**src/rtl/nabp_angle_sequencer_if.sv**
```systemverilog
// Swap-control / filtered-RAM handshake bundle for the angle sequencer.
interface nabp_angle_sequencer_if #(
  parameter int unsigned ANGLE_WIDTH = 8
);
  logic                   hs_next_angle;
  logic [ANGLE_WIDTH-1:0] hs_angle;
  logic                   hs_next_angle_ack;
  logic                   fr_proj_valid;
  logic                   fr_proj_consume;

  // Sequencer side
  modport master (
    input  hs_next_angle,
    input  fr_proj_valid,
    output hs_angle,
    output hs_next_angle_ack,
    output fr_proj_consume
  );

  // Swap-control / filtered-RAM side
  modport slave (
    output hs_next_angle,
    output fr_proj_valid,
    input  hs_angle,
    input  hs_next_angle_ack,
    input  fr_proj_consume
  );
endinterface

```
**src/rtl/nabp_angle_sequencer.sv**
```systemverilog
// Issues a host-programmed sequence of projection angles to the swap control,
// one per request, gated by filtered-RAM readiness; signals done after drain.
module nabp_angle_sequencer #(
  parameter int unsigned ANGLE_WIDTH = 8,
  parameter int unsigned ANGLE_180   = 180,
  parameter int unsigned COUNT_WIDTH = 8
) (
  input  logic                   clk,
  input  logic                   reset_n,
  input  logic                   host_start,
  input  logic                   host_abort,
  input  logic [ANGLE_WIDTH-1:0] host_angle_init,
  input  logic [ANGLE_WIDTH-1:0] host_angle_step,
  input  logic [COUNT_WIDTH-1:0] host_num_angles,
  output logic                   host_busy,
  output logic                   host_done,
  output logic [COUNT_WIDTH-1:0] host_angles_issued,
  nabp_angle_sequencer_if.master hs
);

  localparam int unsigned SUM_WIDTH = ANGLE_WIDTH + 1;

  typedef enum logic [2:0] {
    IDLE    = 3'd0,
    ISSUE   = 3'd1,
    HOLDOFF = 3'd2,
    DRAIN   = 3'd3,
    DONE    = 3'd4
  } state_t;

  state_t                 state_q, state_d;
  logic [ANGLE_WIDTH-1:0] step_q, step_d;
  logic [ANGLE_WIDTH-1:0] next_angle_q, next_angle_d;
  logic [ANGLE_WIDTH-1:0] angle_q, angle_d;
  logic [COUNT_WIDTH-1:0] remaining_q, remaining_d;
  logic [COUNT_WIDTH-1:0] issued_q, issued_d;
  logic                   ack_q, ack_d;
  logic                   consume_q, consume_d;
  logic                   busy_q, done_q;

  logic [SUM_WIDTH-1:0]   angle_sum_c;
  logic [ANGLE_WIDTH-1:0] angle_wrapped_c;

  // Next angle modulo 180 degrees
  always_comb begin
    angle_sum_c = SUM_WIDTH'(next_angle_q) + SUM_WIDTH'(step_q);
    if (angle_sum_c >= SUM_WIDTH'(ANGLE_180)) begin
      angle_wrapped_c = ANGLE_WIDTH'(angle_sum_c - SUM_WIDTH'(ANGLE_180));
    end else begin
      angle_wrapped_c = ANGLE_WIDTH'(angle_sum_c);
    end
  end

  // Next-state and datapath update; abort freezes everything but the state
  always_comb begin
    state_d      = state_q;
    step_d       = step_q;
    next_angle_d = next_angle_q;
    angle_d      = angle_q;
    remaining_d  = remaining_q;
    issued_d     = issued_q;
    ack_d        = 1'b0;
    consume_d    = 1'b0;

    if (host_abort) begin
      state_d = IDLE;
    end else begin
      case (state_q)
        IDLE: begin
          if (host_start) begin
            step_d       = host_angle_step;
            next_angle_d = host_angle_init;
            remaining_d  = host_num_angles;
            issued_d     = '0;
            state_d      = (host_num_angles == '0) ? DONE : ISSUE;
          end
        end
        ISSUE: begin
          // The ack cycle itself is spent in ISSUE; the decision to hold off
          // or drain is made there, giving the 3-cycle ack spacing.
          if (ack_q) begin
            state_d = (remaining_q == '0) ? DRAIN : HOLDOFF;
          end else if (hs.hs_next_angle && hs.fr_proj_valid) begin
            ack_d        = 1'b1;
            consume_d    = 1'b1;
            angle_d      = next_angle_q;
            next_angle_d = angle_wrapped_c;
            issued_d     = issued_q + COUNT_WIDTH'(1);
            remaining_d  = remaining_q - COUNT_WIDTH'(1);
          end
        end
        HOLDOFF: state_d = ISSUE;
        DRAIN: begin
          if (hs.hs_next_angle) begin
            state_d = DONE;
          end
        end
        DONE:    state_d = IDLE;
        default: state_d = IDLE;
      endcase
    end
  end

  // State and output registers, synchronous active-low reset
  always_ff @(posedge clk) begin
    if (!reset_n) begin
      state_q      <= IDLE;
      step_q       <= '0;
      next_angle_q <= '0;
      angle_q      <= '0;
      remaining_q  <= '0;
      issued_q     <= '0;
      ack_q        <= 1'b0;
      consume_q    <= 1'b0;
      busy_q       <= 1'b0;
      done_q       <= 1'b0;
    end else begin
      state_q      <= state_d;
      step_q       <= step_d;
      next_angle_q <= next_angle_d;
      angle_q      <= angle_d;
      remaining_q  <= remaining_d;
      issued_q     <= issued_d;
      ack_q        <= ack_d;
      consume_q    <= consume_d;
      busy_q       <= (state_d != IDLE);
      done_q       <= (state_d == DONE);
    end
  end

  assign host_busy            = busy_q;
  assign host_done            = done_q;
  assign host_angles_issued   = issued_q;
  assign hs.hs_angle          = angle_q;
  assign hs.hs_next_angle_ack = ack_q;
  assign hs.fr_proj_consume   = consume_q;

endmodule

```
**src/flat_wrapper.sv**
```systemverilog
// flat-port wrapper written by rule: the top's interface ports become plain ports
module nabp_angle_sequencer_flat 
#(
  parameter int unsigned ANGLE_WIDTH = 8,
  parameter int unsigned ANGLE_180   = 180,
  parameter int unsigned COUNT_WIDTH = 8
)
  (clk, reset_n, host_start, host_abort, host_angle_init, host_angle_step, host_num_angles, host_busy, host_done, host_angles_issued, hs_hs_next_angle, hs_fr_proj_valid, hs_hs_angle, hs_hs_next_angle_ack, hs_fr_proj_consume);
  nabp_angle_sequencer_if #(.ANGLE_WIDTH(ANGLE_WIDTH)) hs_i ();
  input  logic clk;
  input  logic reset_n;
  input  logic host_start;
  input  logic host_abort;
  input  logic [ANGLE_WIDTH-1:0] host_angle_init;
  input  logic [ANGLE_WIDTH-1:0] host_angle_step;
  input  logic [COUNT_WIDTH-1:0] host_num_angles;
  output logic host_busy;
  output logic host_done;
  output logic [COUNT_WIDTH-1:0] host_angles_issued;
  input wire logic [$bits(hs_i.hs_next_angle)-1:0] hs_hs_next_angle;
  input wire logic [$bits(hs_i.fr_proj_valid)-1:0] hs_fr_proj_valid;
  output wire logic [$bits(hs_i.hs_angle)-1:0] hs_hs_angle;
  output wire logic [$bits(hs_i.hs_next_angle_ack)-1:0] hs_hs_next_angle_ack;
  output wire logic [$bits(hs_i.fr_proj_consume)-1:0] hs_fr_proj_consume;
  assign hs_i.hs_next_angle = hs_hs_next_angle;
  assign hs_i.fr_proj_valid = hs_fr_proj_valid;
  assign hs_hs_angle = hs_i.hs_angle;
  assign hs_hs_next_angle_ack = hs_i.hs_next_angle_ack;
  assign hs_fr_proj_consume = hs_i.fr_proj_consume;
  nabp_angle_sequencer #(.ANGLE_WIDTH(ANGLE_WIDTH), .ANGLE_180(ANGLE_180), .COUNT_WIDTH(COUNT_WIDTH)) u_core (.clk(clk), .reset_n(reset_n), .host_start(host_start), .host_abort(host_abort), .host_angle_init(host_angle_init), .host_angle_step(host_angle_step), .host_num_angles(host_num_angles), .host_busy(host_busy), .host_done(host_done), .host_angles_issued(host_angles_issued), .hs(hs_i));
endmodule
```
**config.mk**
```make
export PLATFORM = sky130hd
export DESIGN_NAME = nabp_angle_sequencer_flat
export DESIGN_NICKNAME = d
export VERILOG_FILES = /design/src/rtl/nabp_angle_sequencer_if.sv /design/src/rtl/nabp_angle_sequencer.sv /design/src/flat_wrapper.sv
export SDC_FILE = /design/constraint.sdc
export NUM_CORES = 1
export LEC_CHECK = 0
export ABC_AREA = 0
export CORE_UTILIZATION = 25
export DETAILED_ROUTE_END_ITERATION = 12
export PLACE_DENSITY = 0.49
export SLEW_MARGIN = 5
export SYNTH_ARGS = -nofsm -noshare
export SYNTH_HDL_FRONTEND = slang
export SYNTH_SLANG_ARGS = --single-unit
```
**constraint.sdc**
```tcl
create_clock -name clk -period 6 [get_ports clk]
set_input_delay 1.2 -clock clk [delete_from_list [all_inputs] [get_ports clk]]
set_output_delay 1.2 -clock clk [all_outputs]
set_load 0.005 [all_outputs]
```
-- Word level (Yosys, flattened, before mapping)
Index checks and enable logic that the tools add are counted.
- bits in registers: 46
- input port bits: 30
- output and inout bits: 20
- word-level logic and storage cells: 56
- bitwise gates (word level): 4
- reduce and logical (&&, ||, !) cells: 10
- equal/unequal tests: 7
- add/subtract/negate cells: 4
- mux-type cells: 21
- order comparisons: 1
- operators by type and width (kind ; number):
    8-bit 2-to-1 mux ; 10
    8-bit one-hot mux with 2 select lines ; 3
    8-bit zero test ; 2
    3-bit 2-to-1 mux ; 5
    3-bit one-hot mux with 4 select lines ; 1
    8-bit by 8-bit adder with 9-bit output ; 1
    9-bit by 8-bit >= comparator with 1-bit output (second input constant) ; 1
    8-bit by 1-bit adder with 8-bit output (second input constant) ; 1
    8-bit by 1-bit subtractor with 8-bit output (second input constant) ; 1
    8-bit subtractor (second input constant) ; 1
    3-bit by 2-bit equality test with 1-bit output (second input constant) ; 2
    5-bit AND reduction ; 1
    2-bit inequality test (second input constant) ; 2
    1-bit inverter ; 4
    4-bit AND reduction ; 1
    4-bit OR reduction ; 1
    3-bit by 1-bit equality test with 1-bit output (second input constant) ; 1
    3-bit equality test (second input constant) ; 1
    3-bit zero test ; 1
    3-bit AND reduction ; 1
    3-bit nonzero test ; 1
    1-bit 2-to-1 mux ; 2
    2-bit by 1-bit inequality test with 1-bit output (second input constant) ; 1
    2-bit nonzero test ; 1
    1-bit logical AND ; 1

-- Longest topological paths before layout
Gate-level depths: netlist (run 1).
- word-level depth: 6
- gate-level depth with buffers: 11
- mapped depth without buffers: 11

-- Worst setup path after synthesis (run 1)
No wires, ideal clock.
- path type: register -> register
- start point: register u_core.next_angle_q[0]
- end point: register u_core.next_angle_q[4]
- arrival: 2.412 ns
- clock period less this slack: 2.491 ns
- setup time: 0.079 ns
- setup slack: 3.509 ns
- stages on the path, launching flop included: 12
- data required time: 5.921 ns
- path buffers: 0
- path through: dfxtp_1 -> ha_1 -> inv_1 -> fa_1 -> xor2_1 -> inv_1 -> ha_1 -> nand3b_1 -> a211oi_2 -> nor3_2 -> or4_1 -> o211ai_1
- longest elaborated chain between the ends: 6
- elaborated cells on any way between the ends: 7
- those cells by class: add/sub (2); order compare (1); mux (4)
- ends and longest elaborated chain (item ; line ; source):
    from (decl) ; nabp_angle_sequencer.sv:33 ; logic [ANGLE_WIDTH-1:0] next_angle_q, next_angle_d;
    from (signal assigned) ; nabp_angle_sequencer.sv:120 ; next_angle_q <= next_angle_d;
    8-bit by 8-bit adder with 9-bit output (*) ; nabp_angle_sequencer.sv:46 ; angle_sum_c = SUM_WIDTH'(next_angle_q) + SUM_WIDTH'(step_q);
    8-bit subtractor / 9-bit by 8-bit >= comparator with 1-bit output (equally long branches) ; nabp_angle_sequencer.sv:48, nabp_angle_sequencer.sv:47 ;
    8-bit 2-to-1 mux (*) ; nabp_angle_sequencer.sv:47 ; if (angle_sum_c >= SUM_WIDTH'(ANGLE_180)) begin
    8-bit 2-to-1 mux (*) ; nabp_angle_sequencer.sv:83 ; end else if (hs.hs_next_angle && hs.fr_proj_valid) begin
    8-bit 2-to-1 mux (*) ; nabp_angle_sequencer.sv:81 ; if (ack_q) begin
    8-bit one-hot mux with 2 select lines (*) ; nabp_angle_sequencer.sv:68 ; case (state_q)
Mark *: on every way between the ends. The rest lies on a longest branch, timed or not. The select of a mux whose other input is x is not followed.
A chain may end at the register's enable or synchronous reset.

-- Worst setup path in the final report (run 1)
- start point: input host_start
- end point: register u_core.issued_q[5], in the netlist u_core.host_angles_issued[5]
- longest elaborated chain between the ends: 2
- ends and longest elaborated chain (item ; line ; source):
    from (decl) ; flat_wrapper.sv:12 ; input logic host_start;
    2-bit inequality test (no line) ; - ;
    5-bit AND reduction (no line) ; - ;
    to (signal assigned) ; nabp_angle_sequencer.sv:123 ; issued_q <= issued_d;
    to (decl) ; nabp_angle_sequencer.sv:36 ; logic [COUNT_WIDTH-1:0] issued_q, issued_d;
Every way passes these cells.

==> metrics.md, run 1 <==
| Metric | Value |
|---|---|
| Prevailing post-synth register cell | dfxtp_1 |
| Max Freq | 313.8 MHz |
| Maximum VDD drop | 0.0001149 V |
| Count leader, synth | nand2_1 |
| CTS root buffer | clkbuf_8 |
| Cts bufs inserted | 5 |
| Grt ovf | 0 |
| Final WL | 7.170 mm |
| Clock buffer depth | 2 |
| Sequential Area | 920.9 um2 |
| Post-route minimum period | 3.187 ns |
| CTS sink count | 46 |
| Final Setup Violations | 0 |
| Bufs and invs on worst path | 2 |
| # IOs | 50 |
| DR vias | 2509 |
| NetSw | 0.0001955 W |
| Crit Path Class | in2reg |
| Status | finished, final reports clean |
| Yosys cell types | 60 |
| First-pass GRT wire length | 11.80 mm |
| Fin crit share | 53.11% |
| Seq/Total Area, Yosys | 35.03% |
| Routed Antenna Nets | 0 |
| # diodes | 0 |
| Number of synthesized register bits | 46 |
| EDFF count, synth | 0 |
| Int Pwr | 0.0005397 W |
| H-tree levels | 2 |
| Worst Path Required | 6.21 ns |
| HP Class | reg2reg |
| # rows | 37 |
| Fin nets | 419 |
| Pwr/cell area | 217.5 nW/um2 |
| Logic gate share of total power | 17.2% |
| Cell taking the most area after synthesis | dfxtp_1 |
| Reg-to-Reg End | u_core.next_angle_q[4] |
| Syn Nets | 375 |
| First DRT Iteration DRCs | 142 |
| Skew final | 0.009562 ns |
| Hold Path Depth | 2 |
| Sw frac | 26.59% |
| Routed len/inst | 13.98 um |
| Post-CTS setup buffer count | 0 |
| Async set-reset flop share out of synthesis | 0% |
| Crit Path Max Fanout | 19 |
| Layout cells sized above 1 | 6.366% |
| Worst reg2reg path depth | 11 |
| Family with the most delay on the worst path | buffers and inverters |
| Top cell type's share of synthesized area | 35.03% |
| # DRC | 0 |
| Vias in the first global route | 2397 |
| RSZ-0062 raised after global routing | false |
| Largest cells by area after synthesis | dfxtp_1, nand2_1, a21oi_1 |
| Clk pwr share | 38.5% |
| Cts hold-fix bufs | 0 |
| Yosys warns | 0 |
| CTS tree | done |
| Final WS setup | 2.813 ns |
| DR vias/cell | 4.891 |
| Setup slack, reg-to-reg | 3.17 ns |
| Setup TNS | 0 ns |
| Skew-Pair Late Insertion Delay | 0.31 ns |
| Largest stage delay, worst path | 0.57 ns |
| Post-Syn Instances | 332 |
| Final HPWL DP | 5.202 mm |
| Die width | 104.5 um |
| Max-cap violations | 0 |
| GPL Wtd Cong | 0.8246 |
| Die Y | 104.5 um |
| Initial Util | 25.58% |
| Clk slew on worst S/H paths | 0.10 ns |
| Area growth, synth to finish | 28.56% |
| Fin. max-slew vios | 0 |
| CP max stage cell | o21a_1 |
| 1st-pass router iterations | 6 |
| Share of power burned in registers | 44.2% |
| Die area | 10930 um2 |
| HP Start | u_core.hs.hs_angle[6] |
| Mapped Area | 2629 um2 |
| Post-CTS sizing | 0 |
| Pre-CTS WS | 2.490 ns |
| Crit-path cells | clkdlybuf4s50_1 -> nand2b_1 -> nor4_2 -> buf_4 -> o21a_1 -> and3_1 -> nand4_1 -> xor2_1 -> nor2_1 |
| Startpoint Class | input pin |
| GRT Total Usage | 13.52% |
| Reg2Reg Launch Point | u_core.next_angle_q[0] |
| Hold EP | u_core.hs.hs_angle[6] |
| Synth top cells by count | nand2_1, dfxtp_1, a21oi_1 |
| Multi-input gate area | 1600 um2 |
| Syn avg cell area | 7.918 um2 |
| Fin. Hold Viols | 0 |
| Worst EP arrival | 3.39 ns |
| Critical Path Sink Type | register |
| Filler cells | 1099 |
| Largest net degree at the start of global routing | 34 |
| IO Port Bufs | 49 |
| Slew HR | 28.52% |
| Worst-margin pin slew | 1.071 ns |
| Area of the core | 10280 um2 |
| Initial antenna violation count | 0 |
| Leakage | 1.173 nW |
final cells by class:
cell class / instances / share of cell area (%)
clock buffers: 5 / 2.036
clock inverters: 3 / 2.036
inverters: 10 / 1.111
multi-input cells: 261 / 47.35
flip-flops and latches: 46 / 27.25
well taps: 136 / 5.035
repair buffers: 52 / 15.18
logic make-up after synthesis:
logic type	Yosys count	synth area share, %
adders and majority gates	13	6.473
xor gates and xnor gates	9	2.999
buffers and inverters	25	4.093
muxes	1	0.3808
AOI/OAI and AO/OA	95	23.85
and+or+nand+nor	143	27.18
DFF	46	35.03
through the flow:
step | hold WS, ns | power (W) | utilization (%) | cell area (um2) | cells
6_report | 0.4611 | 0.0007352 | 32.88 | 3379 | 513
2_1_floorplan | 0.4400 | 0.0004124 | - | 2629 | 332
5_1_grt | 0.4894 | 0.0007669 | 32.88 | 3379 | 513
4_1_cts | 0.4652 | 0.0007439 | 32.88 | 3379 | 513
3_3_place_gp | 0.4467 | 0.0004586 | 31.54 | 3242 | 505
3_5_place_dp | 0.4524 | 0.0004588 | 31.54 | 3242 | 505
how the worst max path moves through the flow:
stage | startpoint | end | slack, ns | depth (start not counted)
finish | host_start | u_core.host_angles_issued[5] | 2.81 | 9
global route | host_start | u_core.host_angles_issued[5] | 2.63 | 9
CTS | host_start | u_core.host_angles_issued[5] | 2.81 | 9
detailed placement | host_start | u_core.host_angles_issued[5] | 2.49 | 9
global placement | host_start | u_core.host_angles_issued[5] | 2.49 | 9
floorplan | u_core.next_angle_q[0] | u_core.next_angle_q[4] | 3.51 | 11
cells in the final DEF (no fill, tap or decap), types with 4 or more instances in the layout:
cell type | synthesis | routed
ha_1 | 12 | 12
xor2_1 | 7 | 7
a21oi_1 | 35 | 35
clkbuf_8 | 0 | 5
nand3_1 | 12 | 12
or3_1 | 4 | 4
nand2_1 | 56 | 56
nor2_1 | 30 | 30
nor3b_1 | 4 | 4
nor3_1 | 6 | 6
dfxtp_1 | 46 | 46
clkdlybuf4s50_1 | 0 | 49
inv_1 | 9 | 9
a31oi_1 | 5 | 5
o21a_1 | 5 | 5
o21ai_0 | 13 | 13
a211oi_1 | 7 | 7
flip-flops by register name, summed over array words and instances (netlist names):
| signal | cells |
|---|---|
| u_core.host_angles_issued | 8 |
| u_core.host_busy | 1 |
| u_core.host_done | 1 |
| u_core.hs.hs_angle | 8 |
| u_core.hs.hs_next_angle_ack | 1 |
| u_core.next_angle_q | 8 |
| u_core.remaining_q | 8 |
| u_core.state_q | 3 |
| u_core.step_q | 8 |
worst reg2reg max path, stage by stage (launching register included):
cell	delay, ns
dfxtp_1	0.39
ha_1	0.25
inv_1	0.07
fa_1	0.47
xor2_1	0.24
inv_1	0.09
ha_1	0.14
nand3b_1	0.10
a211oi_2	0.28
nor3_2	0.10
or4_1	0.51
o211ai_1	0.10
per-layer routing:
metal  up-vias  part of all wire, %  routed length, um  global-route usage (%)
li1       1286                    -                  -                       -
met3        10                  3.6                258                   1.934
met4         0                  1.3                 95                   4.082
met1      1165                   48               3455                   17.25
met5         -                    0                  0                       0
met2        48                   47               3360                   23.42
power by group through the flow:
stage          registers [W]   logic, W  clock network, W
4_1_cts             0.000325   0.000127          0.000292
3_3_place_gp        0.000332   0.000126                 0
6_report            0.000325   0.000127          0.000283
5_1_grt             0.000327   0.000142          0.000299
2_1_floorplan       0.000329  0.0000835                 0
3_5_place_dp        0.000332   0.000127                 0
Note: power is estimated with default switching activity, not from simulation.
==> run 2: changes to the inputs <==
Clock period 6 ns to 3.1 ns, I/O delays scaled along.
==> run 2 against run 1 <==
Cell count increased by 1.6%; via count grew 0.12%; wire length rose by 1.2%; combinational power grew 98%; sequential cell count is the same; critical path depth rose by 2; clock power up 65%; first-iteration DRC count shrank 35%.
==> metrics.md, run 2 (same netlist as run 1, synthesis figures left out) <==
| Metric | Value |
|---|---|
| Status | finished, final reports clean (unchanged) |
| 1st-pass router iterations | 6 (unchanged) |
| Post-CTS setup buffer count | 0 (unchanged) |
| Area of the core | 10280 um2 (unchanged) |
| Max-cap violations | 0 (unchanged) |
| Startpoint Class | register (was input pin) |
| HP Class | reg2reg (unchanged) |
| Worst-margin pin slew | 0.8117 ns (was 1.071 ns) |
| Die Y | 104.5 um (unchanged) |
| Filler cells | 1115 (was 1099) |
| First-pass GRT wire length | 11.99 mm (was 11.80 mm) |
| Area growth, synth to finish | 29.89% (was 28.56%) |
| Fin. Hold Viols | 0 (unchanged) |
| Final HPWL DP | 5.357 mm (was 5.202 mm) |
| Clk slew on worst S/H paths | 0.10 ns (about the same) |
| Routed len/inst | 13.93 um (was 13.98 um) |
| Final WL | 7.259 mm (was 7.170 mm) |
| CTS sink count | 46 (unchanged) |
| Cts hold-fix bufs | 0 (unchanged) |
| Initial Util | 25.58% (unchanged) |
| Crit Path Class | reg2reg (was in2reg) |
| Reg-to-Reg End | u_core.next_angle_q[4] (unchanged) |
| Vias in the first global route | 2431 (was 2397) |
| Die area | 10930 um2 (unchanged) |
| Skew final | 0.008662 ns (was 0.009562 ns) |
| Commonest non-fill, non-tap cell in the layout | nand2_1 (unchanged) |
| Initial antenna violation count | 0 (unchanged) |
| Multi-input gate area | 1600 um2 (unchanged) |
| Fin. max-slew vios | 0 (unchanged) |
| Maximum VDD drop | 0.0002769 V (was 0.0001149 V) |
| Post-CTS sizing | 0 (unchanged) |
| Critical Path Sink Type | register (unchanged) |
| Fin cells | 521 (was 513) |
| Final Setup Violations | 0 (unchanged) |
| Pwr/cell area | 394.6 nW/um2 (was 217.5 nW/um2) |
| Cts bufs inserted | 5 (unchanged) |
| DR vias/cell | 4.821 (was 4.891) |
| Routed Antenna Nets | 0 (unchanged) |
| # diodes | 0 (unchanged) |
| RSZ-0062 raised after global routing | false (unchanged) |
| IO Port Bufs | 49 (unchanged) |
| Sequential Area | 920.9 um2 (unchanged) |
| Layout cells sized above 1 | 8.312% (was 6.366%) |
| Fin crit share | 89.19% |
| Placed insts | 513 (was 505) |
| # rows | 37 (unchanged) |
| Worst Path Required | 3.33 ns (was 6.21 ns) |
| Worst Setup EP | u_core.next_angle_q[4] (was u_core.host_angles_issued[5]) |
| Largest net degree at the start of global routing | 33 (was 34) |
| Clock buffer depth | 2 (unchanged) |
| Die width | 104.5 um (unchanged) |
| # IOs | 50 (unchanged) |
| Post-route minimum period | 2.765 ns |
| H-tree levels | 2 (unchanged) |
| Hold Path Depth | 2 (unchanged) |
| Worst reg2reg path depth | 11 (unchanged) |
| Slew HR | 45.52% (was 28.52%) |
| DR vias | 2512 (was 2509) |
| Worst EP arrival | 3.00 ns (was 3.39 ns) |
| Crit Path Max Fanout | 5 (was 19) |
| Leakage | 1.201 nW (was 1.173 nW) |
| Hold_ws | 0.4629 ns (was 0.4611 ns) |
| Setup slack, reg-to-reg | 0.34 ns (was 3.17 ns) |
| GRT Total Usage | 13.59% (was 13.52%) |
| Critical Path Source | u_core.next_angle_q[0] (was host_start) |
| Setup TNS | 0 ns (unchanged) |
| Fin nets | 427 (was 419) |
| # DRC | 0 (unchanged) |
| CTS tree | done (unchanged) |
| GPL Wtd Cong | 0.8099 (was 0.8246) |
| Commonest cells after routing, fill and taps aside | nand2_1, clkdlybuf4s50_1, dfxtp_1 (unchanged) |
| Max Freq | 361.7 MHz |
| CTS root buffer | clkbuf_8 (unchanged) |
| Grt ovf | 0 (unchanged) |
| Reg2Reg Launch Point | u_core.next_angle_q[0] (unchanged) |
| Skew-Pair Late Insertion Delay | 0.30 ns (was 0.31 ns) |
| First DRT Iteration DRCs | 93 (was 142) |
==> run 2: cell count changes in the layout (fill, tap and decap cells not counted) <==
cell | previous run | this run
clkinv_4 | 1 | 0
inv_6 | 0 | 1
clkinv_2 | 0 | 1
bufinv_16 | 2 | 1
buf_4 | 3 | 11
==> run 2: through the flow <==
step	util (%)	instance area (um2)	setup WS [ns]	power (W)
2_1_floorplan	-	2629	0.6092	0.0007983
3_3_place_gp	32.13	3302	0.3872	0.0008931
3_5_place_dp	32.13	3302	0.3710	0.0008936
4_1_cts	33.22	3415	0.3226	0.001363
5_1_grt	33.22	3415	0.1187	0.001422
6_report	33.22	3415	0.3351	0.001348
==> run 2: metal layers <==
metal / vias up / global-route usage [%] / part of all wire [%]
met5: - / 0 / 0
met4: 0 / 3.878 / 1.5
met3: 8 / 2.745 / 3.5
met2: 38 / 24.03 / 48
met1: 1173 / 16.53 / 47
li1: 1293 / - / -
==> run 2: worst min-delay path by stage <==
stage                                      from                    end
after floorplan                u_core.step_q[0]       u_core.step_q[0]
after global placement    u_core.hs.hs_angle[5]  u_core.hs.hs_angle[5]
after detailed placement  u_core.hs.hs_angle[5]  u_core.hs.hs_angle[5]
after CTS                 u_core.hs.hs_angle[5]  u_core.hs.hs_angle[5]
after global routing      u_core.hs.hs_angle[5]  u_core.hs.hs_angle[5]
final                     u_core.hs.hs_angle[5]  u_core.hs.hs_angle[5]
==> run 2: final cells by class <==
cell class                 instances  share of cell area, %
multi-input combinational        261                  46.87
sequential                        46                  26.97
timing repair buffer              60                  16.78
tap                              136                  4.984
clock buffer                       5                  2.015
clock inverter                     3                  1.283
inverter                          10                  1.099
==> run 2: power breakdown <==
group          total (W)  leakage [nW]  internal (W)  switching, W
combinational   0.000251         0.769      0.000116      0.000135
clock           0.000468        0.0585      0.000242      0.000225
sequential      0.000629         0.374      0.000611     0.0000185
total            0.00135          1.20      0.000969      0.000379
==> run 2: critical path, cell delays in order (launching register included) <==
cell	delay, ns
dfxtp_1	0.36
ha_1	0.24
inv_1	0.07
fa_1	0.46
xor2_1	0.23
inv_1	0.09
ha_1	0.14
nand3b_1	0.09
a211oi_2	0.30
nor3_2	0.11
or4_1	0.51
o211ai_1	0.09
